--- src/rtl/multi_beat_generator.sv ---
// multi_beat_generator
//   Parametrised beat sequencer for the control unit. While running it walks a
//   one-hot beat vector through BEATS beats; each beat lasts BEAT_CYCLES clocks
//   unless it is stretched by wait_req. A cycle that has started always
//   finishes. At the end of each cycle the completed-cycle counter increments
//   and cycle_done pulses for one clock.
//
// Ports
//   clk        in   system clock, rising edge
//   rst        in   asynchronous reset, active low
//   run        in   start request; level; 0 = stop after the current cycle
//   single     in   1 = stop after the current cycle (single-step)
//   wait_req   in   1 = freeze the current beat
//   t          out  one-hot beat vector, zero when idle
//   beat_idx   out  binary index of the active beat, 0 when idle
//   busy       out  1 while running
//   cycle_done out  one-clock pulse after each completed cycle
//   cycle_cnt  out  completed-cycle count, wraps
module multi_beat_generator #(
  parameter int BEATS       = 4,
  parameter int BEAT_CYCLES = 1,
  parameter int CNT_W       = 16
) (
  input  logic                                     clk,
  input  logic                                     rst,
  input  logic                                     run,
  input  logic                                     single,
  input  logic                                     wait_req,
  output logic [BEATS-1:0]                         t,
  output logic [((BEATS > 1) ? $clog2(BEATS) : 1)-1:0] beat_idx,
  output logic                                     busy,
  output logic                                     cycle_done,
  output logic [CNT_W-1:0]                         cycle_cnt
);

  localparam int IDX_W = (BEATS > 1) ? $clog2(BEATS) : 1;
  localparam int SUB_W = (BEAT_CYCLES > 1) ? $clog2(BEAT_CYCLES) : 1;

  localparam logic [IDX_W-1:0] LAST_BEAT = IDX_W'(BEATS - 1);
  localparam logic [SUB_W-1:0] LAST_SUB  = SUB_W'(BEAT_CYCLES - 1);

  typedef enum logic {IDLE, RUN} state_t;

  state_t           r_state;
  logic [BEATS-1:0] r_t;
  logic [IDX_W-1:0] r_beat_idx;
  logic [SUB_W-1:0] r_sub;
  logic             r_busy;
  logic             r_cycle_done;
  logic [CNT_W-1:0] r_cycle_cnt;

  // Last clock of the last beat with no stall: this edge closes the cycle.
  logic w_beat_end;
  logic w_cycle_end;
  assign w_beat_end  = (r_sub == LAST_SUB);
  assign w_cycle_end = w_beat_end && (r_beat_idx == LAST_BEAT);

  always_ff @(posedge clk or negedge rst) begin
    if (!rst) begin
      r_state      <= IDLE;
      r_t          <= '0;
      r_beat_idx   <= '0;
      r_sub        <= '0;
      r_busy       <= 1'b0;
      r_cycle_done <= 1'b0;
      r_cycle_cnt  <= '0;
    end else begin
      r_cycle_done <= 1'b0;
      case (r_state)
        IDLE: begin
          // single is deliberately not looked at here: run is the start
          // request in both modes.
          if (run) begin
            r_state    <= RUN;
            r_t        <= BEATS'(1);
            r_beat_idx <= '0;
            r_sub      <= '0;
            r_busy     <= 1'b1;
          end
        end
        RUN: begin
          if (!wait_req) begin
            if (!w_beat_end) begin
              r_sub <= r_sub + SUB_W'(1);
            end else if (w_cycle_end) begin
              r_sub        <= '0;
              r_beat_idx   <= '0;
              r_cycle_cnt  <= r_cycle_cnt + CNT_W'(1);
              r_cycle_done <= 1'b1;
              // run/single only matter at this edge; mid-cycle changes never
              // cut a cycle short.
              if (run && !single) begin
                r_t <= BEATS'(1);
              end else begin
                r_state <= IDLE;
                r_t     <= '0;
                r_busy  <= 1'b0;
              end
            end else begin
              r_sub      <= '0;
              r_t        <= {r_t[BEATS-2:0], r_t[BEATS-1]};
              r_beat_idx <= r_beat_idx + IDX_W'(1);
            end
          end
        end
        default: begin
          r_state <= IDLE;
          r_t     <= '0;
          r_busy  <= 1'b0;
        end
      endcase
    end
  end

  assign t          = r_t;
  assign beat_idx   = r_beat_idx;
  assign busy       = r_busy;
  assign cycle_done = r_cycle_done;
  assign cycle_cnt  = r_cycle_cnt;

endmodule

--- config.mk ---
export PLATFORM = sky130hd
export DESIGN_NAME = multi_beat_generator
export DESIGN_NICKNAME = d
export VERILOG_FILES = /design/src/rtl/multi_beat_generator.sv
export SDC_FILE = /design/constraint.sdc
export NUM_CORES = 1
export LEC_CHECK = 0
export BUFFER_PORTS_ARGS = -buffer_cell sky130_fd_sc_hd__buf_4
export CAP_MARGIN = 30
export CORE_MARGIN = 5
export CORE_UTILIZATION = 50
export CTS_CLUSTER_DIAMETER = 40
export DETAILED_ROUTE_END_ITERATION = 8
export MAX_ROUTING_LAYER = met4
export PLACE_DENSITY = 0.75
export SKIP_CTS_REPAIR_TIMING = 1
export SLEW_MARGIN = 25
export SYNTH_ARGS = -nofsm -noshare
export SYNTH_HDL_FRONTEND = slang
export SYNTH_SLANG_ARGS = --single-unit
--- constraint.sdc ---
create_clock -name clk -period 3.95 [get_ports clk]
set_input_delay 0.395 -clock clk [delete_from_list [all_inputs] [get_ports clk]]
set_output_delay 0.395 -clock clk [all_outputs]
set_load 0.005 [all_outputs]
==> results of run 1 <==
==> cells in the mapped netlist <==
master / n / area (um^2)
or2_1: 2 / 12.5
a22oi_1: 1 / 7.51
or2_4: 1 / 8.76
buf_6: 1 / 11.3
a21oi_1: 3 / 15.0
clkbuf_1: 1 / 3.75
dfrtp_1: 25 / 626
nor4_4: 1 / 21.3
o221a_2: 1 / 11.3
nand3b_2: 1 / 11.3
nor3_1: 3 / 15.0
nand4_1: 1 / 6.26
inv_1: 5 / 18.8
o21ai_0: 6 / 30.0
and4_1: 1 / 8.76
nand4b_1: 1 / 8.76
nor2_1: 8 / 30.0
a22o_1: 2 / 17.5
nand2b_1: 1 / 6.26
nand2_1: 9 / 33.8
nor2b_1: 1 / 6.26
nor3_4: 1 / 16.3
nand3_1: 5 / 25.0
ha_1: 3 / 37.5
xor2_1: 7 / 61.3
mux2i_1: 1 / 10.0
nor3_2: 2 / 20.0
mux2_2: 1 / 11.3
and3b_1: 1 / 8.76
nand4_4: 1 / 21.3
xnor2_1: 8 / 70.1
and3_1: 1 / 6.26
a21o_1: 1 / 7.51
==> sequential cells by signal, summed over array words and instances (netlist names) <==
signal	count
cycle_cnt	16
t	4
beat_idx	2
busy	1
cycle_done	1
r_state	1
==> worst min-delay path by stage <==
stage,startpoint,end,slack [ns],cells past startpoint
finish,run,r_state,0.31,3
global route,run,r_state,0.33,3
CTS,rst,cycle_cnt[13],-0.05,1
detailed placement,rst,busy,0.32,1
global placement,rst,cycle_done,0.31,1
floorplan,rst,beat_idx[0],0.1,0
==> stage by stage <==
stage / instances / hold WS (ns) / utilization
6_report: 166 / 0.305 / 0.653
3_5_place_dp: 161 / 0.320 / 0.637
4_1_cts: 165 / -0.0487 / 0.649
5_1_grt: 166 / 0.333 / 0.653
2_1_floorplan: 107 / 0.0994 / -
3_3_place_gp: 161 / 0.315 / 0.637
==> layout make-up <==
class / count / share of cell area
well taps: 28 / 0.0238
repair buffers: 29 / 0.150
inverters: 5 / 0.0127
clock inverters: 1 / 0.00340
multi-input cells: 75 / 0.370
flip-flops and latches: 25 / 0.425
clock buffers: 3 / 0.0153
==> critical path: cells and delay by family, from the launching register on <==
| kind | cells | cell delay [ns] |
|---|---|---|
| xor+xnor | 1 | 0.15 |
| fa+ha+maj | 1 | 0.27 |
| flops | 1 | 0.47 |
| simple gates | 3 | 0.68 |
==> routing by layer <==
metal	global-route usage	routed length (um)	vias up
li1	-	-	426
met4	0.0680	40	0
met5	-	0	-
met3	0.0240	122	6
met2	0.237	1080	21
met1	0.194	1020	416
==> kinds of logic (layout without fill, tap and decap cells) <==
group / Yosys count / in the layout / synth area share
and+or+nand+nor: 41 / 41 / 0.221
buffers and inverters: 7 / 38 / 0.0280
adders and majority gates: 3 / 3 / 0.0312
muxes: 2 / 2 / 0.0177
AOI/OAI and AO/OA: 14 / 14 / 0.0737
DFF: 25 / 25 / 0.519
xor gates and xnor gates: 15 / 15 / 0.109
==> report_power, final <==
group | switching [W] | internal, W | total, W | leakage [nW]
combinational | 0.000104 | 0.000137 | 0.000242 | 0.435
sequential | 0.0000715 | 0.000315 | 0.000386 | 0.323
clock | 0.0000769 | 0.0000380 | 0.000115 | 0.0177
==> results.cfg, run 1 <==
[cells_and_area]
fin_area_mm2 = 0.00147
final_cell_mix = buf_4 (28), dfrtp_1 (25), nand2_1 (9)
register_area_um2 = 626
layout_commonest_cell = buf_4
n_antenna_cell = 0
fin_nets = 147
multi_input_area_um2 = 546
drive_above_1_share = 0.297
area_growth_pct = 22.2
n_fill_cell = 178

[synth]
syn_inst = 107
synth.ff_latch_count = 25
synthesis.nets = 115
synthDistinctLibCells = 33
avgSynthCellArea_um2 = 11.3
synth_area_mm2 = 0.00120
yosysSeqAreaShare = 0.519
yosysWarnings = 0

[sta]
fin_crit_sh = 0.414
hold_viol = 0
slew_headroom = 0.789
finalSetupViolations = 0
rsz0062_at_grt = false
fin_setup_tns_ns = 0
fin_skew_ns = 0.00121
worst_slack_ns = 2.32
slew_violations = 0
clock.fmax_mhz = 612
finalCriticalPeriod_ns = 1.63
tightest_slew_ns = 0.316

[drt]
dr.first_iter.drc_count = 23
drt-pass1-iter-count = 5
via_per_inst = 5.23
routed_wl_um = 2260
vias = 869
wl_per_cell_um = 13.6
drc = 0
ant_nets = 0

[critical_path]
timing.rr.end = cycle_cnt[8]
crit_start = beat_idx[0]
cpMaxStageDelayCell = dfrtp_1
timing.critical_path.cells = ha_1 > nand3b_2 > or2_1 > nor3_4 > xor2_1
critPathRequiredTime_ns = 4.21
slowest_delay_ns = 0.47
cp_max_fo = 6
end_kind = register
crit_end = cycle_cnt[8]
r2r_cells = 5
crit_type = register to register
start_kind = register
r2r_slack_ns = 2.32
worstReg2RegStart = beat_idx[0]
arrival_ns = 1.89

[floorplan]
placementRows = 17
pin_count = 29
die_area_mm2 = 0.00349
core_area_mm2 = 0.00225
initial_core_util = 0.534
die_h_um = 59.1
die_w_um = 59.1

[clocking]
clock-sinks = 25
htreeDepth = 1
cts_buffers = 3
cts_tree = built
clkLatencyLatePin_ns = 0.32
clk_path_buf_depth = 2
cts.reportedPaths.clkPinSlew_ns = 0.13
clockRootBuffer = clkbuf_4

[global_route]
antenna_found_initial = 0
grt_usage = 0.152
grt_pass1_vias = 888
grt_pass1_wl_um = 3930
grt_max_degree = 26
grt_overflow = 0

[placed_design]
hpwl_um = 1680
place_area_mm2 = 0.00144
pre_cts_ws_ns = 2.35
place_congestion = 0.766
numPortBuffers = 28

[power_and_ir_drop]
ir_drop_uv = 497
report.power.total_w = 0.000743
cellPowerDensity_mw_per_mm2 = 504
p_leak_nw = 0.775

[min_path]
hp-class = primary input to register

[run]
drv_cap = 0

[run_status]
status = finished, final reports clean
(Power assumes the default switching activity.)
==> run 2: changes to the inputs <==
- clock period: 3.95 -> 1.7 ns (I/O delays scaled with it)
==> results.cfg, run 2 (same netlist as run 1, synthesis figures left out) <==
[drt]
ant_nets = 0
wl_per_cell_um = 13.7
vias = 881
routed_wl_um = 2310
via_per_inst = 5.24
dr.first_iter.drc_count = 18
drc = 0
drt-pass1-iter-count = 4

[power_and_ir_drop]
pwr-share-clk = 0.151
seq_power_share = 0.496
ir_drop_uv = 1020
cellPowerDensity_mw_per_mm2 = 1190
report.power.total_w = 0.00177
p_leak_nw = 0.781
p_comb_frac = 0.353
p_sw_frac = 0.339
switchingPower_w = 0.000601
p_int_w = 0.00117

[sta]
fin_setup_tns_ns = 0
hold_viol = 0
finalSetupViolations = 0
clock.fmax_mhz = 636
finalCriticalPeriod_ns = 1.57
rsz0062_at_grt = false
slew_headroom = 0.786
fin_skew_ns = 0.00839
tightest_slew_ns = 0.320
worst_slack_ns = 0.127
slew_violations = 0
fin_crit_sh = 0.925

[global_route]
grt_max_degree = 26
top_usage_layer = met2
grt_pass1_vias = 912
grt_usage = 0.154
grt_pass1_wl_um = 4040
use_met2 = 0.244
antenna_found_initial = 0
grtUsageMet3 = 0.0261
grt_overflow = 0
gr-usage-met1 = 0.200

[critical_path]
cp_max_fo = 5
r2r_slack_ns = 0.13
crit_type = register to register
end_kind = register
crit_end = cycle_cnt[8]
arrival_ns = 1.82
start_kind = register
r2r_cells = 5
slowest_delay_ns = 0.41
path_depth = 5
cpLargestDelayFamily = simple AND/OR/NAND/NOR gates
critPathRequiredTime_ns = 1.95
crit_start = beat_idx[1]
worstReg2RegStart = beat_idx[1]
crit_buf_inv = 0
timing.rr.end = cycle_cnt[8]
cpMaxStageDelayCell = dfrtp_1
timing.critical_path.cells = ha_1 > nand3b_2 > or2_1 > nor3_4 > xor2_1

[cells_and_area]
final_cell_mix = buf_4 (30), dfrtp_1 (25), nand2_1 (9)
n_fill_cell = 192
fin_nets = 149
fin_area_mm2 = 0.00149
largest_reg_flops = 16
layout_commonest_cell = buf_4
area_growth_pct = 23.9
n_antenna_cell = 0
drive_above_1_share = 0.314
layoutNonFillerInstCount = 168

[floorplan]
initial_core_util = 0.534
placementRows = 17
pin_count = 29
die_h_um = 59.1
core_area_mm2 = 0.00225
die_area_mm2 = 0.00349
die_w_um = 59.1

[min_path]
hp-class = primary input to register

[placed_design]
hpwl_um = 1750
place_congestion = 0.770
numPortBuffers = 28
placedCellCount = 162
place_area_mm2 = 0.00144
pre_cts_ws_ns = 0.123

[clocking]
clockRootBuffer = clkbuf_4
clkLatencyLatePin_ns = 0.32
cts_buffers = 3
htreeDepth = 1
cts.reportedPaths.clkPinSlew_ns = 0.14
clock-sinks = 25
clk_path_buf_depth = 2
cts_tree = built

[run_status]
status = finished, final reports clean

[run]
drv_cap = 0
## run 2: cell count changes in the layout (fill, tap and decap cells not counted), sizes merged
| cell | change |
|---|---|
| clkinv | -1 |
| buf | +2 |
| clkinvlp | +1 |
## run 2: tightest hold or removal path, cell delays in order
cell and delay (ns):
buf_4 0.10, nand2_1 0.04, o21ai_0 0.05
## run 2: per-layer routing
layer	up-vias	wire length, um
met4	0	17
met5	-	0
met3	2	95
met1	427	1070
li1	434	-
met2	18	1130
## run 2: stage by stage
step,utilization,hold WS [ns]
2_1_floorplan,-,-0.126
3_3_place_gp,0.640,0.0913
3_5_place_dp,0.640,0.0934
4_1_cts,0.653,-0.280
5_1_grt,0.662,0.0974
6_report,0.662,0.0765
## run 2: cell type report
cell class,count,area [um^2],area share
flip-flops and latches,25,626,0.419
multi-input cells,75,548,0.367
clock inverters,1,7.51,0.00503
inverters,5,18.8,0.0126
repair buffers,31,235,0.158
clock buffers,3,22.5,0.0151
well taps,28,35.0,0.0235
## run 2: power by group through the flow
stage                     Clock, W  Combinational (W)  Sequential [W]
after floorplan                  0           0.000280        0.000891
after global placement           0           0.000579        0.000885
after detailed placement         0           0.000605        0.000897
after CTS                 0.000282           0.000607        0.000884
after global routing      0.000304           0.000700        0.000902
final                     0.000268           0.000625        0.000880
## run 2: worst min path at each step
stage	startpoint	endpoint	slack [ns]	depth (start not counted)
finish	run	r_state	0.08	3
CTS	rst	t[0]	-0.28	1
global placement	rst	busy	0.09	1
detailed placement	rst	t[0]	0.09	1
floorplan	rst	beat_idx[0]	-0.13	0
global route	run	r_state	0.1	3
==> run 3: changes to the inputs <==
- RECOVER_POWER: not set -> 50
- REMOVE_ABC_BUFFERS: not set -> 1
==> results.cfg, run 3 (same netlist as run 1, synthesis figures left out) <==
[drt]
ant_nets = 0
routed_wl_um = 2190
wl_per_cell_um = 13.1
drt-pass1-iter-count = 4
drc = 0
via_per_inst = 5.19
dr.first_iter.drc_count = 19
vias = 867

[placed_design]
place_area_mm2 = 0.00144
hpwl_um = 1690
numPortBuffers = 28
placedCellCount = 162
place_congestion = 0.809

[cells_and_area]
final_cell_mix = dfrtp_1 (24), buf_4 (16), clkbuf_4 (15)
fin_nets = 148
layout_commonest_cell = dfrtp_1
register_area_um2 = 627
largest_reg_flops = 16
layoutNonFillerInstCount = 167
n_antenna_cell = 0
drive_above_1_share = 0.302
multi_input_area_um2 = 546
area_growth_pct = 22.6
fin_area_mm2 = 0.00148
n_fill_cell = 187

[clocking]
clk_path_buf_depth = 2
htreeDepth = 1
cts_tree = built
clockRootBuffer = clkbuf_4
cts_buffers = 3
clkLatencyLatePin_ns = 0.30
clock-sinks = 25
cts.reportedPaths.clkPinSlew_ns = 0.12

[floorplan]
die_h_um = 59.1
die_w_um = 59.1
initial_core_util = 0.534
die_area_mm2 = 0.00349
pin_count = 29
core_area_mm2 = 0.00225
placementRows = 17

[sta]
finalCriticalPeriod_ns = 1.53
fin_crit_sh = 0.900
tightest_slew_ns = 0.596
hold_viol = 0
finalSetupViolations = 0
whs_ns = 0.103
slew_headroom = 0.602
rsz0062_at_grt = false
fin_setup_tns_ns = 0
slew_violations = 0
clock.fmax_mhz = 654
fin_skew_ns = 0.00341

[critical_path]
crit_type = register to register
start_kind = register
critPathRequiredTime_ns = 1.94
arrival_ns = 1.77
cp_max_fo = 5
r2r_slack_ns = 0.17
end_kind = register

[run]
drv_cap = 0

[power_and_ir_drop]
report.power.total_w = 0.00172
cellPowerDensity_mw_per_mm2 = 1170
ir_drop_uv = 947
p_leak_nw = 0.771

[global_route]
grt_usage = 0.139
grt_max_degree = 26
grt_overflow = 0
antenna_found_initial = 0
grt_pass1_vias = 838
grt_pass1_wl_um = 3650

[run_status]
status = finished, final reports clean

[min_path]
hp-class = primary input to register
## run 3: cell types whose count changed in the layout (fill, tap and decap cells not counted)
cell / previous run / this run
buf_4: 30 / 16
clkbuf_4: 3 / 15
clkbuf_1: 0 / 1
clkbuf_2: 0 / 1
clkinvlp_4: 1 / 0
dfrtp_1: 25 / 24
dfrtp_2: 0 / 1
nor2_1: 7 / 8
nor2_2: 1 / 0
## run 3: layer usage
metal / up-vias / GRT usage / routed length [um]
li1: 431 / - / -
met1: 414 / 0.187 / 1040
met2: 20 / 0.215 / 1030
met3: 2 / 0.0196 / 100
met4: 0 / 0.0485 / 12
met5: - / - / 0
## run 3: stage by stage
step            util  worst slack [ns]
4_1_cts        0.651             0.118
5_1_grt        0.655            0.0291
3_3_place_gp   0.640             0.211
3_5_place_dp   0.640             0.148
6_report       0.655             0.170
2_1_floorplan      -             0.218
## run 3: layout make-up
class / count / share of cell area
Multi-Input combinational cell: 75 / 0.369
Clock buffer: 4 / 0.0178
Tap cell: 28 / 0.0237
Timing Repair Buffer: 30 / 0.152
Inverter: 5 / 0.0127
Sequential cell: 25 / 0.424
## run 3: power by group
| part | internal, W | switching (W) |
|---|---|---|
| combinational | 0.000328 | 0.000262 |
| sequential | 0.000734 | 0.000150 |
| clock | 0.0000914 | 0.000158 |
| total | 0.00115 | 0.000571 |
## run 3: final timing paths
kind,from,endpoint,cells after the start
max,beat_idx[1],cycle_cnt[8],5
min,run,r_state,3
max reg2reg,beat_idx[1],cycle_cnt[8],5
min reg2reg,cycle_cnt[15],cycle_cnt[15],1
max in group asynchronous,rst,beat_idx[1],2
min in group asynchronous,rst,cycle_cnt[12],2
## run 3: critical path, stage by stage, from the launching register on
cell,delay (ns)
dfrtp_2,0.42
ha_1,0.23
nand3b_2,0.14
or2_1,0.33
nor3_4,0.21
xor2_1,0.15
